--- config.mk ---
export PLATFORM = sky130hd
export DESIGN_NAME = seq_muldiv32_flat
export DESIGN_NICKNAME = d
export VERILOG_FILES = /design/src/rtl/seq_muldiv32_pkg.sv /design/src/rtl/seq_muldiv32_if.sv /design/src/rtl/seq_muldiv32_addsub33.sv /design/src/rtl/seq_muldiv32.sv /design/src/flat_wrapper.sv
export SDC_FILE = /design/constraint.sdc
export NUM_CORES = 1
export LEC_CHECK = 0
export ABC_AREA = 0
export CAP_MARGIN = 10
export CORE_MARGIN = 5
export CORE_UTILIZATION = 30
export CTS_BUF_LIST = sky130_fd_sc_hd__clkbuf_16
export DETAILED_ROUTE_END_ITERATION = 16
export HOLD_SLACK_MARGIN = 0.02
export PLACE_DENSITY_LB_ADDON = 0.15
export SETUP_SLACK_MARGIN = 0.05
export SYNTH_ARGS = -nofsm -noshare
export SYNTH_HDL_FRONTEND = slang
export SYNTH_HIERARCHICAL = 1
export SYNTH_SLANG_ARGS = --single-unit
--- constraint.sdc ---
create_clock -name clk -period 8.3 [get_ports clk]
set_clock_uncertainty 0.2 [all_clocks]
set_input_delay 1.66 -clock clk [delete_from_list [all_inputs] [get_ports clk]]
set_output_delay 1.66 -clock clk [all_outputs]
set_load 0.005 [all_outputs]
--- src/rtl/seq_muldiv32_pkg.sv ---
// Shared definitions for the sequential multiply/divide unit: operation
// encodings, FSM state type and iteration sizing.
// Ports: none (package only).
package seq_muldiv32_pkg;

  // Operand width and number of shift/add-sub iterations per operation.
  localparam int MD_WIDTH = 32;
  localparam int MD_ITER  = 32;

  // Iteration counter width; holds 0..MD_ITER-1.
  localparam int CNT_W = $clog2(MD_ITER);

  // Operation select encodings, sampled from op together with start.
  localparam logic OP_MUL = 1'b0;
  localparam logic OP_DIV = 1'b1;

  typedef enum logic [1:0] {
    S_IDLE = 2'd0,
    S_RUN  = 2'd1,
    S_DONE = 2'd2
  } state_t;

endpackage

--- src/rtl/seq_muldiv32_if.sv ---
// Request/result bundle between the execute stage and seq_muldiv32.
// Ports: start/op/a/b from the requester; busy/done/hi/lo/dz back to it.
// The master modport is the requester side, slave is the unit itself.
interface seq_muldiv32_if;

  logic        start;
  logic        op;
  logic [31:0] a;
  logic [31:0] b;
  logic        busy;
  logic        done;
  logic [31:0] hi;
  logic [31:0] lo;
  logic        dz;

  modport master (
    output start, op, a, b,
    input  busy, done, hi, lo, dz
  );

  modport slave (
    input  start, op, a, b,
    output busy, done, hi, lo, dz
  );

endinterface

--- src/rtl/seq_muldiv32_addsub33.sv ---
// Shared 33-bit adder/subtractor used once per iteration by seq_muldiv32.
// Ports: x, y (33-bit operands), sub (1 = x - y, 0 = x + y), r (34-bit result).
// Purely combinational; r[33] is the carry on add and the borrow on subtract.
module addsub33 (
  input  logic [32:0] x,
  input  logic [32:0] y,
  input  logic        sub,
  output logic [33:0] r
);

  // Zero-extending both sides to 34 bits makes r[33] set exactly when the
  // add carries out or the subtract underflows (x < y).
  always_comb begin
    if (sub) begin
      r = {1'b0, x} - {1'b0, y};
    end else begin
      r = {1'b0, x} + {1'b0, y};
    end
  end

endmodule

--- src/rtl/seq_muldiv32.sv ---
// Multi-cycle unsigned 32x32 multiply (shift-add) and 32/32 divide (restoring)
// sharing one 33-bit add/sub over 32 iterations. Latency: 33 cycles from the
// accept edge to done, 1 cycle for divide-by-zero. Flow control: start is only
// taken in IDLE or DONE; start while busy is dropped, not queued.
// Ports: clk, rst (async active-high), bus (slave side: start/op/a/b in,
// busy/done/hi/lo/dz out).
module seq_muldiv32
  import seq_muldiv32_pkg::*;
#(
  parameter int WIDTH = MD_WIDTH,
  parameter int ITER  = MD_ITER
) (
  input  logic          clk,
  input  logic          rst,
  seq_muldiv32_if.slave bus
);

  state_t state, state_nxt;

  logic [CNT_W-1:0] cnt;
  logic             op_q;
  // Holds the multiplicand for MUL and the divisor for DIV; hi/lo carry the
  // other operand and the evolving partial result.
  logic [WIDTH-1:0] opnd_q;
  logic [WIDTH-1:0] hi_q;
  logic [WIDTH-1:0] lo_q;
  logic             dz_q;

  logic accept;
  logic div_zero;
  logic last_iter;

  logic [32:0] as_x;
  logic [32:0] as_y;
  logic        as_sub;
  logic [33:0] as_r;

  logic [WIDTH-1:0] hi_nxt;
  logic [WIDTH-1:0] lo_nxt;

  assign accept    = bus.start && (state != S_RUN);
  assign div_zero  = (bus.op == OP_DIV) && (bus.b == '0);
  assign last_iter = (cnt == CNT_W'(ITER - 1));

  // ---------------------------------------------------------------------------
  // Control FSM
  // ---------------------------------------------------------------------------
  always_ff @(posedge clk or posedge rst) begin
    if (rst) begin
      state <= S_IDLE;
    end else begin
      state <= state_nxt;
    end
  end

  always_comb begin
    state_nxt = state;
    case (state)
      S_IDLE: begin
        if (accept) begin
          state_nxt = div_zero ? S_DONE : S_RUN;
        end
      end
      S_RUN: begin
        if (last_iter) begin
          state_nxt = S_DONE;
        end
      end
      S_DONE: begin
        // A start in the done cycle chains straight into the next operation.
        if (accept) begin
          state_nxt = div_zero ? S_DONE : S_RUN;
        end else begin
          state_nxt = S_IDLE;
        end
      end
      default: begin
        state_nxt = S_IDLE;
      end
    endcase
  end

  // ---------------------------------------------------------------------------
  // Shared add/sub: MUL always adds, DIV always subtracts.
  // ---------------------------------------------------------------------------
  always_comb begin
    as_sub = (op_q == OP_DIV);
    if (op_q == OP_DIV) begin
      // Trial subtract of the divisor from the partial remainder with the
      // next dividend bit shifted in.
      as_x = {hi_q, lo_q[WIDTH-1]};
      as_y = {1'b0, opnd_q};
    end else begin
      // Add the multiplicand when the current multiplier bit is set.
      as_x = {1'b0, hi_q};
      as_y = lo_q[0] ? {1'b0, opnd_q} : '0;
    end
  end

  addsub33 u_addsub (
    .x   (as_x),
    .y   (as_y),
    .sub (as_sub),
    .r   (as_r)
  );

  // Next hi/lo for one iteration.
  always_comb begin
    hi_nxt = hi_q;
    lo_nxt = lo_q;
    if (op_q == OP_DIV) begin
      if (!as_r[33]) begin
        // No borrow: keep the difference, quotient bit is 1. The remainder is
        // below the divisor, so bit 32 of the difference is always zero.
        hi_nxt = as_r[31:0];
        lo_nxt = {lo_q[WIDTH-2:0], 1'b1};
      end else begin
        // Borrow: restore by just shifting, quotient bit is 0.
        hi_nxt = {hi_q[WIDTH-2:0], lo_q[WIDTH-1]};
        lo_nxt = {lo_q[WIDTH-2:0], 1'b0};
      end
    end else begin
      // {hi,lo} <= {sum[32:0], lo[31:1]}: the consumed multiplier bit drops
      // out of lo while the sum's LSB becomes a finished product bit.
      hi_nxt = as_r[32:1];
      lo_nxt = {as_r[0], lo_q[WIDTH-1:1]};
    end
  end

  // ---------------------------------------------------------------------------
  // Operand, result and counter registers
  // ---------------------------------------------------------------------------
  always_ff @(posedge clk or posedge rst) begin
    if (rst) begin
      cnt    <= '0;
      op_q   <= OP_MUL;
      opnd_q <= '0;
      hi_q   <= '0;
      lo_q   <= '0;
      dz_q   <= 1'b0;
    end else if (accept) begin
      cnt  <= '0;
      op_q <= bus.op;
      dz_q <= div_zero;
      if (div_zero) begin
        // Divide-by-zero bypasses the iterations entirely.
        opnd_q <= bus.b;
        hi_q   <= bus.a;
        lo_q   <= '1;
      end else if (bus.op == OP_DIV) begin
        opnd_q <= bus.b;
        hi_q   <= '0;
        lo_q   <= bus.a;
      end else begin
        opnd_q <= bus.a;
        hi_q   <= '0;
        lo_q   <= bus.b;
      end
    end else if (state == S_RUN) begin
      cnt  <= cnt + 1'b1;
      hi_q <= hi_nxt;
      lo_q <= lo_nxt;
    end
  end

  assign bus.busy = (state == S_RUN);
  assign bus.done = (state == S_DONE);
  assign bus.hi   = hi_q;
  assign bus.lo   = lo_q;
  assign bus.dz   = dz_q;

endmodule

--- src/flat_wrapper.sv ---
// flat-port wrapper written by rule: the top's interface ports become plain ports
module seq_muldiv32_flat import seq_muldiv32_pkg::*;
#(
  parameter int WIDTH = MD_WIDTH,
  parameter int ITER  = MD_ITER
)
  (clk, rst, bus_start, bus_op, bus_a, bus_b, bus_busy, bus_done, bus_hi, bus_lo, bus_dz);
  seq_muldiv32_if bus_i ();
  input  logic clk;
  input  logic rst;
  input wire logic [$bits(bus_i.start)-1:0] bus_start;
  input wire logic [$bits(bus_i.op)-1:0] bus_op;
  input wire logic [$bits(bus_i.a)-1:0] bus_a;
  input wire logic [$bits(bus_i.b)-1:0] bus_b;
  output wire logic [$bits(bus_i.busy)-1:0] bus_busy;
  output wire logic [$bits(bus_i.done)-1:0] bus_done;
  output wire logic [$bits(bus_i.hi)-1:0] bus_hi;
  output wire logic [$bits(bus_i.lo)-1:0] bus_lo;
  output wire logic [$bits(bus_i.dz)-1:0] bus_dz;
  assign bus_i.start = bus_start;
  assign bus_i.op = bus_op;
  assign bus_i.a = bus_a;
  assign bus_i.b = bus_b;
  assign bus_busy = bus_i.busy;
  assign bus_done = bus_i.done;
  assign bus_hi = bus_i.hi;
  assign bus_lo = bus_i.lo;
  assign bus_dz = bus_i.dz;
  seq_muldiv32 #(.WIDTH(WIDTH), .ITER(ITER)) u_core (.clk(clk), .rst(rst), .bus(bus_i));
endmodule
==> results by group <==
Synthesis
  – Dominant synthesized flop cell: dfrtp_1
  – Count of different cell masters after synthesis: 66
  – Mux share of post-synthesis cell area: between 10% and 20%
  – Share of synthesized area occupied by flip-flops and latches: 28.1%
  – Fraction of the mapped netlist area in compound gates: 20.0%
  – Async set-or-reset flop fraction in the synthesized netlist: 100%
  – Number of register bits inferred by synthesis: 105
  – Post-Synthesis Cells: about 1100
  – Netlist area before placement: 9350 um2
  – Synthesized-area fraction occupied by adder cells: ~5.0%
  – Post-synthesis xor/xnor area fraction: 5.53%
  – Synthesized-area fraction occupied by and/or/nand/nor cells: 19.1%
  – Count of yosys warnings during synthesis: 6
  – Combinational family with the most area after synthesis: compound AO/OA/AOI/OAI gates
  – Post-synth EDFFs: 0
  – Mean cell area of the mapped netlist: 8.26 um2

Critical path
  – Kind of end point of the critical path: flip-flop
  – Critical setup path kind: flip-flop to flip-flop
  – Critical path endpoint: u_core/bus.hi[16]
  – Slack of the worst reg-to-reg path: 1.62 ns
  – CP arrival: 6.71 ns
  – Data required time at the worst endpoint: 8.33 ns
  – Reg-to-Reg Start: u_core/as_sub
  – Critical R2R Capture: u_core/bus.hi[16]
  – Count of cells along the worst register-to-register path: 23
  – Critical path startpoint: u_core/as_sub
  – Critical Path Start Type: flip-flop
  – CP max FO: 35

STA
  – Post-route fraction of the period consumed by the critical path: between 80% and 90%
  – Final hold violation count: 0
  – Aggregate negative setup slack: 0 ns
  – Worst relative slew slack: 30.6%
  – Actual slew at the worst max-slew pin: 1.04 ns
  – Finish-stage setup viols: 0
  – Max Slew Vio Count: 0
  – Highest achievable clock rate: approximately 150 MHz
  – Unrepaired setup endpoints after global routing: false
  – Final period demand of the worst path: 6.68 ns

Finish
  – Most common cell after layout, fill and taps aside: a21oi_1
  – Post-synthesis to final-layout area growth: 19.7%
  – Layout cells sized above 1: 7.10%
  – Final Net Count: 1313
  – Number of fillers in the final layout: 3228
  – Diodes inserted: 0
  – Highest-count cells in the layout ignoring fill and taps: a21oi_1, clkdlybuf4s50_1, mux2i_1, nand2_1, dfrtp_1

Placed design
  – Number of port buffers: 134
  – Placer's final routability congestion estimate: 0.835
  – HPWL after detailed placement: 22400 um

Floorplanning
  – Die ar.: 34800 um2
  – Total I/O pin count: around 140
  – Die extent in x: 187 um
  – Area of the placeable core: 30700 um2
  – Initial Util: 30.5%
  – Row cnt: 64
  – Die H: 187 um

Job
  – Max-cap violations: 0

GRT
  – Maximum number of pins on one net before global-route repair: 97
  – Total congestion overflow: 0
  – Vias in the first global route: 8308
  – GRT Overall Usage: 16.7%
  – Wire length of the first global-routing pass: 47700 um
  – Antenna violations before repair: 0

Route
  – WL/cell: about 19 um
  – Number of detailed-route iterations in the first pass: 5
  – Residual DRC: 0
  – Remaining antenna violation count after routing: 0
  – Via/cell ratio: 5.17
  – Via count: 8321
  – Detailed Route Iter0 Violations: 493
  – Post-detailed-routing wire length: 29800 um

CTS
  – # clock sinks: 105
  – Clock tree from TritonCTS: built
  – CTS buffer count: 9
  – Number of cells upsized or downsized after cts: 0
  – Clk buf depth: 2
  – H-tree depth: 3
  – # Post-CTS Setup Buffers: 0
  – Cts-stage hold buffer count: 0
  – Clock Tree Root: clkbuf_16
  – Clock insertion delay at the later pin of the skew report: 0.36 ns
  – Clock-pin slew reported for the worst setup and hold paths after clock tree synthesis: 0.07 ns

Min path
  – Worst hold path type: flip-flop to flip-flop

Status
  – Result of the run: finished, final reports clean
[Yosys cell counts (8+ instances only)]
library cell / n / area (um2)
xor2_1: 13 / 114
a31oi_1: 9 / 56.3
buf_1: 10 / 37.5
nand4_1: 8 / 50.1
mux2_2: 32 / 360
o21ai_0: 57 / 285
nor2_1: 77 / 289
and3_1: 8 / 50.1
nor2b_1: 35 / 219
a21oi_1: 139 / 696
mux2i_1: 128 / 1280
ha_1: 36 / 450
nor4_1: 12 / 75.1
o31ai_1: 33 / 248
dfrtp_1: 105 / 2630
nor3_1: 10 / 50.1
clkbuf_1: 61 / 229
a21o_1: 10 / 75.1
o21ai_1: 27 / 135
xnor2_1: 46 / 403
nand2_1: 129 / 484
nor3b_1: 33 / 248
inv_1: 20 / 75.1
nand2b_1: 9 / 56.3
[flip-flops by register name, summed over array words and instances (netlist names)]
| register | cells |
|---|---|
| u_core/bus.lo | 32 |
| u_core/state | 2 |
| u_core/cnt | 5 |
| u_core/as_sub | 1 |
| u_core/bus.dz | 1 |
| u_core/opnd_q | 32 |
| u_core/bus.hi | 32 |
[routing by layer]
layer	global-route usage, %	vias up	share of wire [%]
met5	0	-	0
met4	4.18	0	1.7
met3	2.60	29	3.5
met2	24.4	174	42
met1	25.5	3901	52
li1	-	4217	-
[cell families after synthesis]
group / count (synthesis)
mux: 160
buf+inv: 102
compound gates: 316
xor+xnor: 59
fa+ha+maj: 37
simple gates: 352
flops: 105
other cells: 1
[per-stage QoR]
| step | area [um2] | instances | util (%) | worst slack [ns] | hold slack [ns] |
|---|---|---|---|---|---|
| global placement | 10900 | 1593 | 35.6 | 1.72 | 0.255 |
| detailed placement | 10900 | 1593 | 35.6 | 1.66 | 0.263 |
| finish | 11200 | 1608 | 36.5 | 1.62 | 0.272 |
| CTS | 11200 | 1608 | 36.5 | 1.64 | 0.280 |
| floorplan | 9350 | 1133 | - | 2.27 | 0.242 |
| global route | 11200 | 1608 | 36.5 | 1.10 | 0.298 |
[worst min-delay path by stage]
stage	end	slack, ns	from	depth (start not counted)
floorplan	u_core/opnd_q[0]	0.24	u_core/opnd_q[0]	2
global placement	u_core/opnd_q[19]	0.25	u_core/opnd_q[19]	2
detailed placement	u_core/opnd_q[22]	0.26	u_core/opnd_q[22]	2
CTS	u_core/opnd_q[22]	0.28	u_core/opnd_q[22]	2
global route	u_core/opnd_q[16]	0.30	u_core/opnd_q[16]	2
finish	u_core/opnd_q[8]	0.27	u_core/opnd_q[8]	2
[worst max-delay path, cell delays in order, from the launching register on]
cell and delay (ns):
dfrtp_4 0.71, nor2_2 0.19, buf_4 0.30, nor2b_1 0.15, nor4_2 0.40, nand2_1 0.13
or4_4 0.46, nor2_2 0.13, nand3_1 0.15, nor4_4 0.26, nor2_1 0.09, xnor2_1 0.24
ha_1 0.34, a21o_1 0.21, a21o_1 0.17, a221oi_1 0.43, o21ai_2 0.15, a221o_2 0.38
nor4_4 0.26, buf_4 0.53, mux2i_1 0.25, a21oi_1 0.09, a21oi_1 0.19, o21ai_1 0.08
[final cells by class]
class	count	area, um2	area share (%)
clock buffers	9	225	2.01
inverters	21	83.8	0.749
well taps	396	495	4.43
flip-flops and latches	105	2630	23.5
multi-input cells	926	6300	56.3
clock inverters	6	38.8	0.346
repair buffers	145	1420	12.7
Power is not shown: default switching activity piles up to over one toggle a cycle in this logic, so the estimate is an artifact.
==> edit 1: new RTL, same flow settings <==
Re-encode `state_t` (3 states) as one-hot, 3 bits wide.
--- a/src/rtl/seq_muldiv32_pkg.sv
+++ b/src/rtl/seq_muldiv32_pkg.sv
@@ -15,8 +15,8 @@
   localparam logic OP_DIV = 1'b1;
 
-  typedef enum logic [1:0] {
-    S_IDLE = 2'd0,
-    S_RUN  = 2'd1,
-    S_DONE = 2'd2
+  typedef enum logic [2:0] {
+    S_IDLE = 3'b001,
+    S_RUN  = 3'b010,
+    S_DONE = 3'b100
   } state_t;
 
Function: no difference found for any inputs over 4 cycles, from zero or initial values and one cycle with rst high; so few cycles prove little.
==> edit 1 against the unedited design <==
  * Worst hold slack got worse by 0.0024 ns
  * Cell area up 2.3%
  * Area after synthesis up 2.4%
  * Wire length is 3.1% higher
  * Utilization decreased by 0.21 points
  * Sequential cell count rose by 1
  * Setup slack improved by 0.13 ns
  * Critical endpoint is now u_core/bus.hi[10]
==> edit 1: results <==
group,metric,value,unit
layout,seq_share,23.2,%
place,dpl_worst_slack,1.71,ns
yosys,ys_top_cells_by_count,"a21oi_1, mux2i_1, nand2_1",
layout,drive_gt1_share,4.61,%
yosys,ys_seq_elements,106,
layout,n_all_buffers,144,
layout,multi_input_area_share,55.7,%
global_route,gr-usage-met3,2.35,%
yosys,syn_area_per_cell,7.99,um^2
place,place_inst,1665,
routing,met1_length,15400,um
yosys,synth_area_leaders,"dfrtp_1, mux2i_1, a21oi_1",
hold_path,hold_start,"u_core/cnt[3]",
yosys,ys_seq_area_share,27.7,%
yosys,synth_mux_area_share,17.3,%
setup_path,arrival,6.57,ns
routing,dr_total_vias,8627,
routing,dr.first_iter.drc_count,551,
global_route,use_met1,24.8,%
routing,wl,30700,um
yosys,synth.distinct_cells,67,
layout,buf_share,12.3,%
layout,nMultiInputCombCells,959,
status,status,"completed",
global_route,grt_util_met2,26.5,%
==> edit 1: cell types whose count changed after synthesis, moves of 3 or more <==
cell	unedited run	this run
nand2_1	129	126
nor2_1	77	107
inv_1	20	53
a31oi_1	9	12
o21ai_1	27	73
o21ai_2	6	10
clkbuf_1	61	46
o21ai_0	57	36
mux2_1	0	32
mux2_2	32	0
buf_2	5	16
o31ai_1	33	3
buf_1	10	13
==> edit 1: worst paths after layout <==
path                                endpoint  slack [ns]  cells past startpoint
max in group asynchronous  u_core/bus.hi[28]        5.07                      3
min                            u_core/cnt[3]        0.27                      1
min reg2reg                    u_core/cnt[3]        0.27                      1
max                        u_core/bus.hi[10]        1.75                     23
min in group asynchronous   u_core/bus.lo[3]        1.61                      2
max reg2reg                u_core/bus.hi[10]        1.75                     23
==> edit 1: power breakdown <==
part	switching, uW	leakage, uW	internal [uW]
Clock	219	0.000145	235
Combinational	1650	0.00357	1380
Sequential	238	0.00131	703
Total	2100	0.00502	2310
==> edit 2: new RTL, config.mk and constraints unchanged <==
Without the edit above. Reset style: synchronous (`rst`), changed in 2 clocked blocks. Comments in the files are not updated.
--- a/src/rtl/seq_muldiv32.sv
+++ b/src/rtl/seq_muldiv32.sv
@@ -46,5 +46,5 @@
   // Control FSM
   // ---------------------------------------------------------------------------
-  always_ff @(posedge clk or posedge rst) begin
+  always_ff @(posedge clk) begin
     if (rst) begin
       state <= S_IDLE;
@@ -131,5 +131,5 @@
   // Operand, result and counter registers
   // ---------------------------------------------------------------------------
-  always_ff @(posedge clk or posedge rst) begin
+  always_ff @(posedge clk) begin
     if (rst) begin
       cnt    <= '0;
Formal check against the unedited RTL: differs if rst is asserted again (counterexample within 4 cycles, from zero or initial values and one cycle with rst high); with rst held inactive, the same outputs for 4 cycles.
==> edit 2 against the unedited design <==
  * Die area is essentially flat
  * Via count increased by 9.3%
  * Sequential cell count stayed put
  * Area after synthesis hardly changed
  * Setup slack improved by 0.10 ns
  * Wire length increased by 12%
  * Cell area fell by 0.71%
==> edit 2: results <==
group,metric,value,unit
status,status,"completed",
yosys,ys_seq_area_share,22.5,%
routing,dr.pass1.iters,6,
routing,met1_length,15400,um
yosys,async_flop_share,0,%
place,place.gp.congestion,0.876,
yosys,synth_area_leaders,"dfxtp_1, mux2i_1, a21oi_1",
routing,dr.first_iter.drc_count,664,
routing,wire_per_inst,20.8,um
cts,clk_pin_slew,0.09,ns
global_route,grt_max_degree,76,
place,hpwlAfterDp,23400,um
cts,cts_root_buffer,"clkbuf_16",
routing,wl_met3,1240,um
place,place_area,10800,um^2
sta,worstMarginPinSlew,1.05,ns
setup_path,arrival,6.58,ns
global_route,track_usage,18.3,%
yosys,ys_top_cells_by_count,"mux2i_1, a21oi_1, nor2_1",
global_route,grt_pass1_wl,52400,um
routing,routed-wl-met2,16100,um
routing,avgViaCountPerCell,5.65,
global_route,antenna_found_initial,1,
place,dpl_worst_slack,1.79,ns
layout,drive_gt1_share,7.42,%
global_route,grt_pass1_vias,8999,
setup_path,cp_max_fo,49,
cts,worstSkewPairLatency,0.37,ns
yosys,synth.distinct_cells,71,
==> edit 2: power groups by stage <==
| stage | combinational (uW) | clock, uW | sequential [uW] |
|---|---|---|---|
| floorplan | 1040 | 0 | 641 |
| CTS | 1420 | 468 | 664 |
| global placement | 1410 | 0 | 677 |
| global route | 1570 | 484 | 676 |
| finish | 1420 | 454 | 662 |
| detailed placement | 1410 | 0 | 675 |
==> edit 2: final timing paths <==
| check | depth (start not counted) | startpoint | endpoint | slack (ns) |
|---|---|---|---|---|
| min reg2reg | 2 | u_core/cnt[3] | u_core/cnt[3] | 0.28 |
| min | 2 | u_core/cnt[3] | u_core/cnt[3] | 0.28 |
| max reg2reg | 23 | u_core/as_sub | u_core/bus.hi[16] | 1.72 |
| max | 23 | u_core/as_sub | u_core/bus.hi[16] | 1.72 |
==> edit 2: stage by stage <==
step                      hold WS, ns  utilization [%]  instances
after CTS                       0.284             36.2       1609
after global placement          0.260             35.3       1593
final                           0.282             36.2       1609
after floorplan                 0.248                -       1151
after detailed placement        0.271             35.3       1593
after global routing            0.297             36.2       1609
==> edit 2: worst max-delay path, stage by stage (launching register included) <==
cell and delay [ns]:
dfxtp_4 0.52, nor2_2 0.50, buf_4 0.31, nor2b_1 0.12, nor4_2 0.38, nand2_1 0.12
or4_4 0.46, nor2_2 0.14, nand3_1 0.16, nor4_4 0.24, nor2_1 0.09, xnor2_1 0.16
ha_1 0.37, a21o_1 0.21, a21o_1 0.17, a221oi_1 0.41, o21ai_2 0.14, a221o_2 0.38
nor4_4 0.29, buf_4 0.40, mux2i_1 0.24, a211oi_1 0.09, a31oi_1 0.19, a21oi_1 0.09
==> edit 2: cell families (layout without fill, tap and decap cells) <==
logic type                 Yosys count  in the layout  share of synthesized area [%]
xor gates and xnor gates            61             61                           5.71
muxes                              162            162                           17.8
buffers and inverters              124            186                           6.14
and+or+nand+nor                    317            317                           17.9
AOI/OAI and AO/OA                  343            343                           25.0
DFF                                105            105                           22.5
adders and majority gates           37             37                           5.03
other                                1              2                         0.0401
==> edit 2: metal layers <==
layer / vias to the layer above / track usage (%)
li1: 4456 / -
met1: 4368 / 23.8
met2: 234 / 31.9
met3: 39 / 2.80
met4: 0 / 4.43
met5: - / 0
==> edit 2: cell type report <==
cell class	count	area [um^2]
inverter	21	80.1
tap	396	495
clock buffer	9	225
fill	3274	19600
clock inverter	7	66.3
sequential	105	2110
timing repair buffer	149	1440
multi-input combinational	922	6700
